`config.mk`:
```
export PLATFORM = sky130hd
export DESIGN_NAME = fifo_flex
export DESIGN_NICKNAME = d
export VERILOG_FILES = /design/src/rtl/fifo_flex_pkg.sv /design/src/rtl/fifo_flex_ram.sv /design/src/rtl/fifo_flex.sv
export SDC_FILE = /design/constraint.sdc
export NUM_CORES = 1
export LEC_CHECK = 0
export BUFFER_PORTS_ARGS = -buffer_cell sky130_fd_sc_hd__clkbuf_2
export CAP_MARGIN = 0
export CELL_PAD_IN_SITES_DETAIL_PLACEMENT = 1
export CELL_PAD_IN_SITES_GLOBAL_PLACEMENT = 2
export CORE_MARGIN = 8
export CORE_UTILIZATION = 48
export CTS_BUF_LIST = sky130_fd_sc_hd__clkbuf_2
export CTS_CLUSTER_SIZE = 16
export DETAILED_ROUTE_END_ITERATION = 16
export PLACE_DENSITY = 0.92
export SKIP_LAST_GASP = 1
export SLEW_MARGIN = 10
export SYNTH_ARGS = -nofsm -noshare
export SYNTH_HDL_FRONTEND = slang
export SYNTH_HIERARCHICAL = 1
export SYNTH_SLANG_ARGS = --single-unit
```
`constraint.sdc`:
```
create_clock -name clock -period 6.54 [get_ports clock]
set_input_delay 0.981 -clock clock [delete_from_list [all_inputs] [get_ports clock]]
set_output_delay 0.981 -clock clock [all_outputs]
set_load 0.05 [all_outputs]
```
`src/rtl/fifo_flex_pkg.sv`:
```
// Shared constants and helpers for the flexible-depth stream FIFO.
package fifo_flex_pkg;

    localparam int OUTPUT_MODE_FALL_THROUGH = 0;
    localparam int OUTPUT_MODE_REGISTERED   = 1;

    // Bits needed to index `value` distinct items (clog2(1) = 0).
    function automatic int clog2(input int value);
        int r;
        int v;
        r = 0;
        v = value - 1;
        while (v > 0) begin
            r = r + 1;
            v = v >> 1;
        end
        return r;
    endfunction

endpackage

```
`src/rtl/fifo_flex_ram.sv`:
```
// Simple dual-port word store: synchronous write, read either asynchronous or registered.
module fifo_flex_ram #(
    parameter int DATA_WIDTH      = 8,
    parameter int DEPTH           = 16,
    parameter int ADDR_WIDTH      = 4,
    parameter bit REGISTERED_READ = 1'b0
) (
    input  logic                  clock,
    input  logic                  wr_en,
    input  logic [ADDR_WIDTH-1:0] wr_addr,
    input  logic [DATA_WIDTH-1:0] wr_data,
    input  logic                  rd_en,
    input  logic [ADDR_WIDTH-1:0] rd_addr,
    output logic [DATA_WIDTH-1:0] rd_data
);

    logic [DATA_WIDTH-1:0] mem [DEPTH];

    always_ff @(posedge clock) begin
        if (wr_en) begin
            mem[wr_addr] <= wr_data;
        end
    end

    generate
        if (REGISTERED_READ) begin : g_sync_read
            // The read register doubles as the FIFO output stage; it is never reset.
            always_ff @(posedge clock) begin
                if (rd_en) begin
                    rd_data <= mem[rd_addr];
                end
            end
        end else begin : g_async_read
            logic unused_rd_en;
            assign unused_rd_en = rd_en;
            assign rd_data      = mem[rd_addr];
        end
    endgenerate

endmodule

```
`src/rtl/fifo_flex.sv`:
```
// Stream FIFO with arbitrary depth, fill level, almost flags, synchronous flush
// and an optional registered output stage.
module fifo_flex
    import fifo_flex_pkg::*;
#(
    parameter int DATA_WIDTH         = 8,
    parameter int DEPTH              = 16,
    parameter int ALMOST_FULL_LEVEL  = 12,
    parameter int ALMOST_EMPTY_LEVEL = 2,
    parameter int OUTPUT_REG         = 0,
    localparam int LW                = clog2(DEPTH + 1)
) (
    input  logic                  clock,
    input  logic                  reset_n,
    input  logic                  flush,
    input  logic [DATA_WIDTH-1:0] in_data,
    input  logic                  in_valid,
    output logic                  in_ready,
    output logic [DATA_WIDTH-1:0] out_data,
    output logic                  out_valid,
    input  logic                  out_ready,
    output logic [LW-1:0]         level,
    output logic                  almost_full,
    output logic                  almost_empty
);

    localparam int              PW           = clog2(DEPTH);
    localparam logic [PW-1:0]   LAST_ADDR    = PW'(DEPTH - 1);
    localparam logic [LW-1:0]   FULL_LEVEL   = LW'(DEPTH);
    localparam logic [LW-1:0]   AF_LEVEL     = LW'(ALMOST_FULL_LEVEL);
    localparam logic [LW-1:0]   AE_LEVEL     = LW'(ALMOST_EMPTY_LEVEL);

    logic [PW-1:0]         wr_ptr;
    logic [PW-1:0]         rd_ptr;
    logic [LW-1:0]         level_q;
    logic                  push;
    logic                  pop;
    logic                  mem_rd_en;
    logic                  head_valid;
    logic [DATA_WIDTH-1:0] ram_rd_data;

    // Handshake: a word moves on a rising edge where valid && ready are both high.
    // in_ready depends only on flush and level (never on out_ready), so a full FIFO
    // refuses a push even while it is being popped; flush forces both sides idle.
    assign in_ready     = !flush && (level_q < FULL_LEVEL);
    assign out_valid    = !flush && head_valid;
    assign push         = in_valid && in_ready;
    assign pop          = out_valid && out_ready;
    assign out_data     = out_valid ? ram_rd_data : '0;
    assign level        = level_q;
    assign almost_full  = (level_q >= AF_LEVEL);
    assign almost_empty = (level_q <= AE_LEVEL);

    // Explicit wrap so non-power-of-two depths work.
    function automatic logic [PW-1:0] next_ptr(input logic [PW-1:0] p);
        return (p == LAST_ADDR) ? '0 : p + 1'b1;
    endfunction

    always_ff @(posedge clock or negedge reset_n) begin
        if (!reset_n) begin
            wr_ptr  <= '0;
            rd_ptr  <= '0;
            level_q <= '0;
        end else if (flush) begin
            wr_ptr  <= '0;
            rd_ptr  <= '0;
            level_q <= '0;
        end else begin
            if (push) begin
                wr_ptr <= next_ptr(wr_ptr);
            end
            if (mem_rd_en) begin
                rd_ptr <= next_ptr(rd_ptr);
            end
            if (push && !pop) begin
                level_q <= level_q + 1'b1;
            end else if (pop && !push) begin
                level_q <= level_q - 1'b1;
            end
        end
    end

    generate
        if (OUTPUT_REG == OUTPUT_MODE_REGISTERED) begin : g_registered
            logic          out_reg_valid;
            logic [LW-1:0] mem_level;

            // level counts the output register too; memory holds the remainder.
            assign mem_level  = level_q - LW'(out_reg_valid);
            assign mem_rd_en  = !flush && (!out_reg_valid || pop) && (mem_level != '0);
            assign head_valid = out_reg_valid;

            always_ff @(posedge clock or negedge reset_n) begin
                if (!reset_n) begin
                    out_reg_valid <= 1'b0;
                end else if (flush) begin
                    out_reg_valid <= 1'b0;
                end else if (mem_rd_en) begin
                    out_reg_valid <= 1'b1;
                end else if (pop) begin
                    out_reg_valid <= 1'b0;
                end
            end
        end else begin : g_fall_through
            assign mem_rd_en  = pop;
            assign head_valid = (level_q != '0);
        end
    endgenerate

    fifo_flex_ram #(
        .DATA_WIDTH     (DATA_WIDTH),
        .DEPTH          (DEPTH),
        .ADDR_WIDTH     (PW),
        .REGISTERED_READ(OUTPUT_REG == OUTPUT_MODE_REGISTERED)
    ) u_ram (
        .clock  (clock),
        .wr_en  (push),
        .wr_addr(wr_ptr),
        .wr_data(in_data),
        .rd_en  (mem_rd_en),
        .rd_addr(rd_ptr),
        .rd_data(ram_rd_data)
    );

endmodule
```
* After elaboration in Yosys (flattened, before gate mapping) *
Memories as Yosys holds them, arrays and structs flattened.
Cells that the tools add are included.

word-level totals
  RAM bits = 128
  input bits = 13
  word-level logic and storage cells = 38
  register bits = 13
  latch bits = 0
  memory bits (read-only) = 0
  output and inout bits = 17
  memories kept = 1

cells by class
  reduce and logical (&&, ||, !) cells = 13
  multiply operators = 0
  equal/unequal tests = 2
  muxes and demuxes = 12
  bitwise gates (word level) = 0
  $lt $le $gt $ge = 3
  divide/modulo/power cells = 0
  $add $sub $neg = 4
  shift-type cells = 0

memories
  name       depth  bits a word  read ports  clocked after memory_dff  wr ports  line                 source
  u_ram.mem  16     8            1           0                         1         fifo_flex_ram.sv:17  logic [DATA_WIDTH-1:0] mem [DEPTH];

operators with widths
  operator                                                        count
  2-to-1 mux 4 bit                                                6
  2-to-1 mux 5 bit                                                3
  adder 4 x 1 -> 4 bit, second input constant                     2
  == test 4 bit, second input constant                            2
  2-to-1 mux 8 bit                                                1
  logical AND 1 bit                                               6
  adder 5 x 1 -> 5 bit, second input constant                     1
  >= comparator 5 x 4 -> 1 bit, second input constant             1
  less-or-equal comparator 5 x 2 -> 1 bit, second input constant  1
  less-than comparator 5 bit, second input constant               1
  nonzero test 5 bit                                              1
  subtractor 5 x 1 -> 5 bit, second input constant                1
  nonzero test 2 bit                                              2
  logical NOT 1 bit                                               3
  nonzero test 3 bit                                              1
  2-to-1 mux 1 bit                                                2

* Longest topological paths before layout *
  depth in word-level cells = 8
  depth in mapped cells = 9
  gate-level depth less buffers = 8

* By module *
The synthesis kept the hierarchy.

modules (own cells, without submodules)
  module         seq. area each (sq um)  cells an instance  instances  area each (sq um)
  fifo_flex_ram  3,843.7                 221                1          4,987.3
  fifo_flex      325.3                   99                 1          909.6

* Least setup slack after synthesis *
Ideal clock, no wire load.

  path kind = register -> output
  start point = reg level_q[4], in the netlist level[4]
  end point = out almost_empty
  path slack = 2,356 ps
  arrival time = 3,203 ps
  stages on the path, launching flop included = 3
  buffers on the path = 1
  data required time = 5,559 ps
  path through = dfrtp_1 -> clkbuf_1 -> a2111oi_0

on the way
  word-level cells in the longest chain between the ends = 1

ends and longest elaborated chain
  element                                  line             source
  start, declared                          fifo_flex.sv:35  logic [LW-1:0] level_q;
  start signal, assigned                   fifo_flex.sv:76  level_q <= level_q + 1'b1;
  start signal, assigned                   fifo_flex.sv:78  level_q <= level_q - 1'b1;
  less-or-equal comparator 5 x 2 -> 1 bit  fifo_flex.sv:52  assign almost_empty = (level_q <= AE_LEVEL);
  end, declared                            fifo_flex.sv:24  output logic almost_empty

Every way passes these cells.

* Worst setup path in the final report *
  start point = reg rd_ptr[0]
  end point = out out_data[0]

on the way
  word-level cells in the longest chain between the ends = 2

ends and longest elaborated chain
  element                 line             source
  start, declared         fifo_flex.sv:34  logic [PW-1:0] rd_ptr;
  start signal, assigned  fifo_flex.sv:73  rd_ptr <= next_ptr(rd_ptr);
  memory (16 x 8 bit)     n/a
  via ram_rd_data[0]      fifo_flex.sv:40  logic [DATA_WIDTH-1:0] ram_rd_data;
  2-to-1 mux 8 bit        fifo_flex.sv:49  assign out_data = out_valid ? ram_rd_data : '0;
  end, declared           fifo_flex.sv:19  output logic [DATA_WIDTH-1:0] out_data,

The timed path passes the listed nets, and every way through them passes these cells.

==> flow_metrics.py <==
metrics = {
    "route": {
        "via_per_inst": 5.98,
        "firstDrtPassIters": 4,
        "wire_per_inst_um": 24.3,
        "route.detailed.drc": 0,
        "vias": 3110,
        "ant_nets": 0,
        "initialDrtViolationCount": 225,
        "wl_um": 12600,
    },
    "global_routing": {
        "grt_pass1_wl_um": 19100,
        "grtUsageTotal_pct": 16.3,
        "antenna_found_initial": 1,
        "grt-ovfl-total": 0,
        "grt_pass1_vias": 3293,
        "grt_max_degree": 37,
    },
    "clock_network": {
        "ctsResizeCount": 0,
        "clkLatencyLatePin_ps": 700,
        "cts_hold_repair.buffers": 0,
        "numCtsBuffers": 17,
        "h-tree-depth": 4,
        "tritoncts": "built",
        "cts_setup_buffers": 0,
        "cts.sink_count": 141,
        "path_clk_slew_ps": 200,
        "cts.path.max_buffers": 2,
        "clock-root-buffer": "clkbuf_2",
    },
    "synth": {
        "synth_seq_cells": 141,
        "async_flop_share_pct": 9.22,
        "ys_types": 45,
        "ys_top_cells_by_area": "edfxtp_1, mux4_2, mux4_1, dfrtp_1, a22oi_1",
        "synth_common_cells": "edfxtp_1, nand2_1, mux4_2",
        "synthesis.instances": 320,
        "synth_top_area_share_pct": 65.2,
        "mappedNetlistArea_mm2": 0.00590,
        "yosysMostFrequentCell": "edfxtp_1",
        "synth_top_area_cell": "edfxtp_1",
        "yosysWarnings": 6,
        "synth-edff-count": 128,
        "syn_nets": 340,
        "synth.avg_cell_area_um2": 18.4,
        "synth_top_flop_cell": "edfxtp_1",
        "synth_seq_area_share_pct": 70.7,
    },
    "critical_path": {
        "slowest_delay_ps": 630,
        "cpMaxStageDelayCell": "mux4_1",
        "crit_family": "buffers and inverters",
        "path_class": "flip-flop to output pin",
        "startpoint_type": "flip-flop",
        "crit_path_end_kind": "output pin",
        "cp.arrival_ps": 3200,
        "critPathBufInv": 2,
        "cp.required_ps": 5560,
        "path_max_fanout": 29,
        "crit_chain": "buf_4, mux4_1, a22oi_1, nand2_1, and2_1, clkbuf_2",
    },
    "layout": {
        "fin_cells": 520,
        "fin_area_mm2": 0.00640,
        "area_growth_pct": 8.61,
        "fin_nets": 379,
        "fill_cells": 1128,
        "layout-drive-gt1-share_pct": 23.7,
    },
    "pwr": {
        "power_w": 0.00202,
        "ir_drop_mv": 0.218,
        "cellLeakagePower_nw": 2.16,
        "power_density_mw_per_mm2": 316,
    },
    "placement": {
        "dpl_cell_area_mm2": 0.00616,
        "dp.cells": 487,
        "hpwl_um": 8230,
        "gp_congestion": 0.693,
        "portBuffers": 29,
    },
    "floorplanning": {
        "rows": 40,
        "dieArea_mm2": 0.0161,
        "start_util_pct": 49.1,
        "die_y_um": 127,
        "die_w_um": 127,
        "core_area_mm2": 0.0120,
        "pin_count": 30,
    },
    "timing": {
        "rsz0062_at_grt": "no",
        "finalHoldViolations": 0,
        "min_period_ps": 4180,
        "tns_ps": 0,
        "setup_viol": 0,
        "slew_violations": 0,
        "min_period_over_period_pct": 64.0,
        "worst_pin_slew_ps": 1260,
        "fmax_mhz": 239,
        "slew_headroom_pct": 15.2,
        "fin_worst_skew_ps": 39.7,
    },
    "worst_hold_path": {
        "worstHoldPathType": "primary input to asynchronous set/reset pin",
    },
    "job": {
        "cap_viol_max_count": 0,
    },
    "run_status": {
        "status": "complete, no violations",
    },
}
worst reg2reg max path, delay by kind of cell, from the launching register on:
kind	cells	cell delay, ps
flops	1	530
simple gates	3	2110
registers in the layout, summed over array words and instances (netlist names):
name,flops
level,5
rd_ptr,4
u_ram/mem,128
wr_ptr,4
metal layers:
metal  routed length (µm)  share of wire, %  vias to the layer above  global-route usage, %
met5                    0                 0                        -                      0
met4                  429               3.4                        0                   8.61
met3                  524               4.1                       30                   4.57
met2                 6370                50                       98                   26.7
met1                 5300                42                     1599                   19.3
li1                     -                 -                     1383                      -
power breakdown:
group / switching [W] / leakage (nW) / total [W] / internal [W]
logic: 0.000286 / 0.696 / 0.000445 / 0.000160
clock network: 0.000300 / 0.140 / 0.000508 / 0.000207
registers: 0.0000582 / 1.32 / 0.00107 / 0.00101
layout make-up:
class	instances	area [µm²]	area share, %
Inverter	3	11.3	0.176
Sequential cell	141	4170	65.1
Clock buffer	18	90.1	1.41
Timing Repair Buffer	33	175	2.73
Tap cell	147	184	2.87
Antenna cell	1	2.50	0.0391
Clock inverter	14	151	2.36
Multi-Input combinational cell	163	1620	25.3
path summary, 6_finish.rpt:
| kind | start | depth (start not counted) | slack [ps] | to |
|---|---|---|---|---|
| max | rd_ptr[0] | 6 | 2360 | out_data[0] |
| min | reset_n | 1 | 140 | level[3] |
| max reg2reg | level[4] | 3 | 3520 | u_ram/mem[0][2] |
| min reg2reg | wr_ptr[3] | 1 | 630 | wr_ptr[3] |
| max in group asynchronous | reset_n | 1 | 6090 | rd_ptr[0] |
| min in group clock | in_valid | 3 | 570 | level[4] |
cells by family (layout without fill, tap and decap cells):
| family | Yosys count | in the layout | share of synthesized area, % |
|---|---|---|---|
| AO/OA/AOI/OAI | 36 | 36 | 4.12 |
| adder cells (fa/ha/maj) | 7 | 7 | 1.61 |
| multiplexers | 37 | 37 | 14.0 |
| buffers and inverters | 16 | 68 | 1.85 |
| other | 0 | 1 | 0 |
| flip-flops | 141 | 141 | 70.7 |
| AND/OR/NAND/NOR | 81 | 81 | 7.41 |
| XOR/XNOR | 2 | 2 | 0.297 |
placed cells by master (no fill, tap or decap), types with 3 or more instances in the layout:
master	count
nor2b_1	3
clkinv_2	3
mux4_1	14
ha_1	6
nor2_1	17
dfrtp_1	11
mux4_2	18
o21ai_0	4
nand3_1	4
nand2_1	22
a21oi_1	6
edfxtp_1	128
nor3_1	4
buf_4	4
mux2_1	3
clkinv_1	4
and2_1	9
a22oi_1	16
clkbuf_2	47
a31oi_1	4
clkinvlp_4	3
bufinv_16	3
nand2b_1	6
nand4_1	3
nand3b_1	3
metrics by stage:
step	hold WS, ps	setup WS (ps)	util, %
after CTS	70.4	2250	53.3
after detailed placement	630	2760	51.3
after global routing	115	2140	53.3
after global placement	583	2940	51.3
after floorplan	524	2360	-
final	140	2360	53.3
Note: power is estimated with default switching activity, not from simulation.
